--- src/rtl/mod_dma_seq.sv ---
// rtl/mod_dma_seq.sv - DMA phase sequencer (idle/load/run/flush); irq built only with MOD_DMA_SEQ_IRQ_EN
module mod_dma_seq #(
  parameter int LEN_W     = 10,
  parameter int FLUSH_CYC = 2
) (
  input  logic             i_clk,
  input  logic             i_rst,
  input  logic             i_start,
  input  logic [LEN_W-1:0] i_len_load,
  input  logic [LEN_W-1:0] i_len_run,
  input  logic             i_abort,
  input  logic             i_irq_clr,
  output logic [1:0]       o_state,
  output logic             o_busy,
  output logic             o_done,
  output logic             o_aborted,
  output logic [LEN_W-1:0] o_phase_cnt,
  output logic             o_irq
);

  typedef enum logic [1:0] {
    S_IDLE  = 2'b00,
    S_LOAD  = 2'b01,
    S_RUN   = 2'b10,
    S_FLUSH = 2'b11
  } state_t;

  localparam logic [LEN_W-1:0] ONE        = LEN_W'(1);
  localparam logic [LEN_W-1:0] ZERO       = '0;
  localparam logic [3:0]       FLUSH_LAST = 4'(FLUSH_CYC - 1);

  state_t           r_state;
  state_t           w_state_nxt;
  logic [LEN_W-1:0] r_len_load;
  logic [LEN_W-1:0] r_len_run;
  logic [LEN_W-1:0] r_phase_cnt;
  logic [LEN_W-1:0] r_run_cnt;
  logic [3:0]       r_flush_cnt;
  logic             r_busy;
  logic             r_done;
  logic             r_aborted;

  logic [LEN_W-1:0] w_len_load_nxt;
  logic [LEN_W-1:0] w_len_run_nxt;
  logic [LEN_W-1:0] w_phase_nxt;
  logic [LEN_W-1:0] w_run_nxt;
  logic [3:0]       w_flush_nxt;
  logic             w_done_nxt;
  logic             w_aborted_nxt;

  always_ff @(posedge i_clk) begin
    if (i_rst) begin
      r_state     <= S_IDLE;
      r_len_load  <= '0;
      r_len_run   <= '0;
      r_phase_cnt <= '0;
      r_run_cnt   <= '0;
      r_flush_cnt <= '0;
      r_busy      <= 1'b0;
      r_done      <= 1'b0;
      r_aborted   <= 1'b0;
    end else begin
      r_state     <= w_state_nxt;
      r_len_load  <= w_len_load_nxt;
      r_len_run   <= w_len_run_nxt;
      r_phase_cnt <= w_phase_nxt;
      r_run_cnt   <= w_run_nxt;
      r_flush_cnt <= w_flush_nxt;
      r_busy      <= (w_state_nxt != S_IDLE);
      r_done      <= w_done_nxt;
      r_aborted   <= w_aborted_nxt;
    end
  end

  // phase_cnt tracks the mod_dma address; the RUN length is timed by r_run_cnt so wrap is harmless
  always_comb begin
    w_state_nxt    = r_state;
    w_len_load_nxt = r_len_load;
    w_len_run_nxt  = r_len_run;
    w_phase_nxt    = r_phase_cnt;
    w_run_nxt      = r_run_cnt;
    w_flush_nxt    = r_flush_cnt;
    w_done_nxt     = 1'b0;
    w_aborted_nxt  = r_aborted;

    case (r_state)
      S_IDLE: begin
        if (i_start) begin
          w_len_load_nxt = i_len_load;
          w_len_run_nxt  = i_len_run;
          w_aborted_nxt  = 1'b0;
          w_phase_nxt    = '0;
          w_run_nxt      = '0;
          w_flush_nxt    = '0;
          if (i_len_load != ZERO) begin
            w_state_nxt = S_LOAD;
          end else if (i_len_run != ZERO) begin
            w_state_nxt = S_RUN;
          end else begin
            w_state_nxt = S_FLUSH;
          end
        end
      end

      S_LOAD: begin
        if (i_abort) begin
          w_state_nxt   = S_FLUSH;
          w_phase_nxt   = '0;
          w_flush_nxt   = '0;
          w_aborted_nxt = 1'b1;
        end else if (r_phase_cnt == r_len_load - ONE) begin
          if (r_len_run != ZERO) begin
            w_state_nxt = S_RUN;
            w_run_nxt   = '0;
            w_phase_nxt = r_phase_cnt + ONE;
          end else begin
            w_state_nxt = S_FLUSH;
            w_phase_nxt = '0;
            w_flush_nxt = '0;
          end
        end else begin
          w_phase_nxt = r_phase_cnt + ONE;
        end
      end

      S_RUN: begin
        if (i_abort) begin
          w_state_nxt   = S_FLUSH;
          w_phase_nxt   = '0;
          w_flush_nxt   = '0;
          w_aborted_nxt = 1'b1;
        end else if (r_run_cnt == r_len_run - ONE) begin
          w_state_nxt = S_FLUSH;
          w_phase_nxt = '0;
          w_flush_nxt = '0;
        end else begin
          w_run_nxt   = r_run_cnt + ONE;
          w_phase_nxt = r_phase_cnt + ONE;
        end
      end

      S_FLUSH: begin
        if (r_flush_cnt == FLUSH_LAST) begin
          w_state_nxt = S_IDLE;
          w_flush_nxt = '0;
          w_done_nxt  = 1'b1;
        end else begin
          w_flush_nxt = r_flush_cnt + 4'd1;
        end
      end

      default: begin
        w_state_nxt = S_IDLE;
        w_phase_nxt = '0;
      end
    endcase
  end

  assign o_state     = r_state;
  assign o_busy      = r_busy;
  assign o_done      = r_done;
  assign o_aborted   = r_aborted;
  assign o_phase_cnt = r_phase_cnt;

`ifdef MOD_DMA_SEQ_IRQ_EN
  logic r_irq;

  // irq rises the cycle after done; a clear arriving with done loses to the set
  always_ff @(posedge i_clk) begin
    if (i_rst) begin
      r_irq <= 1'b0;
    end else if (r_done) begin
      r_irq <= 1'b1;
    end else if (i_irq_clr) begin
      r_irq <= 1'b0;
    end
  end

  assign o_irq = r_irq;
`else
  logic w_unused_irq_clr;
  assign w_unused_irq_clr = i_irq_clr;
  assign o_irq            = 1'b0;
`endif

endmodule

--- config.mk ---
export PLATFORM = sky130hd
export DESIGN_NAME = mod_dma_seq
export DESIGN_NICKNAME = d
export VERILOG_FILES = /design/src/rtl/mod_dma_seq.sv
export SDC_FILE = /design/constraint.sdc
export NUM_CORES = 1
export LEC_CHECK = 0
export CORE_MARGIN = 1.5
export CORE_UTILIZATION = 50
export DETAILED_ROUTE_END_ITERATION = 8
export DONT_BUFFER_PORTS = 1
export PLACE_DENSITY_LB_ADDON = 0.2
export SLEW_MARGIN = 20
export SYNTH_ARGS = -nofsm -noshare
export SYNTH_HDL_FRONTEND = slang
export SYNTH_SLANG_ARGS = --single-unit
--- constraint.sdc ---
create_clock -name i_clk -period 3.5 [get_ports i_clk]
set_input_delay 0.7 -clock i_clk [delete_from_list [all_inputs] [get_ports i_clk]]
set_output_delay 0.7 -clock i_clk [all_outputs]
set_load 0.03 [all_outputs]
==> run_results.csv <==
group,metric,value,unit
outcome,status,"complete, no violations",
grt,grt_pass1_wl,11300,um
final_layout,antennaDiodeCount,0,
logic_synthesis,netlist_area,3100,um^2
setup_path,cp_num_buf_inv,1,
cts,cts-htree-levels,2,
route,drc,0,
final_layout,nets,433,
floorplan,rows,28,
cts,ctsResizeCount,0,
cts,cts_inserted_buffers,5,
route,route.antenna.remaining_nets,0,
power_and_ir_drop,power_density,593,nW/um^2
floorplan,core_area,5960,um^2
cts,clk_pin_slew,0.10,ns
power_and_ir_drop,pwr-share-comb,44.2,%
sta,setup_tns,0,ns
sta,hold_viol_final,0,
logic_synthesis,synth_top_area_share,31.7,%
setup_path,cp-end-kind,"flop",
logic_synthesis,ys_async_sr_fraction,0,%
logic_synthesis,synth.ff_latch_count,49,
power_and_ir_drop,pwr-share-seq,37.3,%
setup_path,cp.required,3.75,ns
setup_path,worstPathArrival,3.25,ns
floorplan,die_y,81.7,um
cts,cts_tree,"built",
power_and_ir_drop,leakage,1.20,nW
grt,grt.overflow.total,0,
logic_synthesis,seq_area_frac_synth,31.7,%
setup_path,crit_path_start_kind,"flop",
logic_synthesis,syn_area_per_cell,7.67,um^2
flow_run,maxCapViolCount,0,
final_layout,fill_cells,577,
sta,worstMarginPinSlew,0.995,ns
power_and_ir_drop,vdd_ir_drop_max,0.000291,V
logic_synthesis,synth_area_leader_cell,"dfxtp_1",
setup_path,slowest_delay,0.78,ns
power_and_ir_drop,intPower,1.10,mW
floorplan,start_util,52.0,%
cts,cts_hold_buf,0,
setup_path,crit_family,"compound AO/OA/AOI/OAI gates",
sta,rsz0062_at_grt,"no",
sta,finClkSkew,0.00711,ns
setup_path,crit_path_cell_trace,"inv_1 -> ha_1 -> nor3b_4 -> a221oi_1 -> a311oi_1 -> a22oi_2 -> a41oi_1 -> nor2_1 -> a211oi_1 -> a31o_1",
power_and_ir_drop,p_switching,829,uW
final_layout,drive_gt1_share,7.54,%
floorplan,ioPinCount,41,
cts,cts_buffer_depth,2,
floorplan,dieArea,6680,um^2
route,routed_wl,7080,um
grt,grt_pass1_vias,2380,
final_layout,area_growth,4.97,%
sta,whs,0.454,ns
logic_synthesis,yosysWarnings,0,
grt,grt_max_degree,38,
logic_synthesis,ys.flop_type,"dfxtp_1",
placed_design,gp_congestion,0.906,
logic_synthesis,synthTopCellsByArea,"dfxtp_1, nand2_1, a21oi_1",
cts,insertion_delay,0.31,ns
logic_synthesis,synth_fp_nets,440,
grt,grt_usage,21.9,%
cts,cts_sinks,49,
power_and_ir_drop,power.share.clock,18.6,%
route,drt_pass1_iterations,4,
route,vias_per_cell,5.96,
power_and_ir_drop,p_sw_share,43.0,%
sta,fin_crit_sh,85.7,%
cts,cts_setup_buffers,0,
placed_design,port_buffers,0,
sta,clock.fmax,333,MHz
cts,clockRootBuffer,"clkbuf_8",
route,wire_per_inst,15.0,um
sta,setup_viol,0,
setup_path,critPathKind,"reg -> reg",
sta,maxSlewHeadroom,32.8,%
logic_synthesis,yosysUniqueCellTypes,61,
grt,antenna_found_initial,0,
setup_path,crit_fanout,11,
logic_synthesis,synth-edff-count,0,
sta,drv_slew,0,
hold_path,holdCritPathClass,"in -> reg",
floorplan,die_width,81.7,um
sta,finalCriticalPeriod,3.00,ns
setup_path,slowest_stage,"a41oi_1",
route,dr.first_iter.drc_count,142,
placed_design,dp_hpwl,5280,um
logic_synthesis,syn_inst,404,
route,vias,2820,
power by group through the flow:
stage                     clock network, mW  logic (mW)  registers [mW]
after detailed placement                  0       0.844           0.732
after CTS                             0.366       0.847           0.719
after global placement                    0       0.824           0.730
after floorplan                           0       0.672           0.738
after global routing                  0.392       0.944           0.729
final                                 0.358       0.852           0.719
worst paths after layout:
check	slack, ns	cells past startpoint	from	end
setup / recovery	0.50	10	r_len_load[0]	r_run_cnt[5]
hold / removal	0.45	1	i_rst	r_flush_cnt[2]
setup reg to reg	0.50	10	r_len_load[0]	r_run_cnt[5]
hold reg to reg	0.49	2	r_len_load[8]	r_len_load[8]
sequential cells by signal (all words and copies together), names as in the netlist:
register / count
o_aborted: 1
o_busy: 1
o_done: 1
o_phase_cnt: 10
o_state: 2
r_flush_cnt: 4
r_len_load: 10
r_len_run: 10
r_run_cnt: 10
cell families (layout without fill, tap and decap cells):
logic type | Yosys count | after routing | share of synthesized area [%]
mux | 2 | 2 | 0.646
fa+ha+maj | 11 | 11 | 4.44
flops | 49 | 49 | 31.7
buf+inv | 39 | 33 | 5.45
simple gates | 181 | 181 | 30.1
xor+xnor | 27 | 27 | 7.63
compound gates | 94 | 94 | 20.0
other cells | 1 | 1 | 0.121
per-stage QoR:
stage | std cells | power (mW) | utilization [%] | setup slack [ns] | instance area [um^2]
floorplan | 404 | 1.41 | - | 0.651 | 3100
global placement | 465 | 1.55 | 53.0 | 0.581 | 3160
detailed placement | 465 | 1.58 | 53.0 | 0.521 | 3160
CTS | 473 | 1.93 | 54.6 | 0.488 | 3250
global route | 473 | 2.06 | 54.6 | 0.200 | 3250
finish | 473 | 1.93 | 54.6 | 0.501 | 3250
layer usage:
metal	global-route usage (%)	share of wire, %	up-vias
li1	-	-	1431
met1	28.4	46	1319
met2	36.1	49	62
met3	5.33	4.7	8
met4	5.93	0.92	0
met5	0	0	-
area by class of cell:
type                    instances  area, um^2  share of cell area [%]
flip-flops and latches         49         981                    30.2
well taps                      75        93.8                    2.88
clock inverters                 3        25.0                   0.769
multi-input cells             316        1950                    59.9
clock buffers                   5        68.8                    2.12
repair buffers                 11        82.6                    2.54
inverters                      14        52.6                    1.62
placed cells by master (no fill, tap or decap), drive strengths merged, types with 12 or more instances in the layout:
master	count
nand2	68
dfxtp	49
a21oi	34
nor2	25
nand3	19
inv	16
xor2	14
nor3	14
xnor2	13
o21ai	12
Yosys cell counts, types with 5 or more instances:
cell type and instances:
clkbuf_1 16, a211oi_1 6, o21ai_0 10, a31oi_1 9, xor2_1 14, xnor2_1 13, nand2_1 68, nor3_1 12
nor2b_1 7, inv_1 14, nand4_1 5, nor2_1 25, ha_1 11, a21oi_1 34, dfxtp_1 49, nand2b_1 5
nand3_1 19
Power figures use the tool's default switching activity.
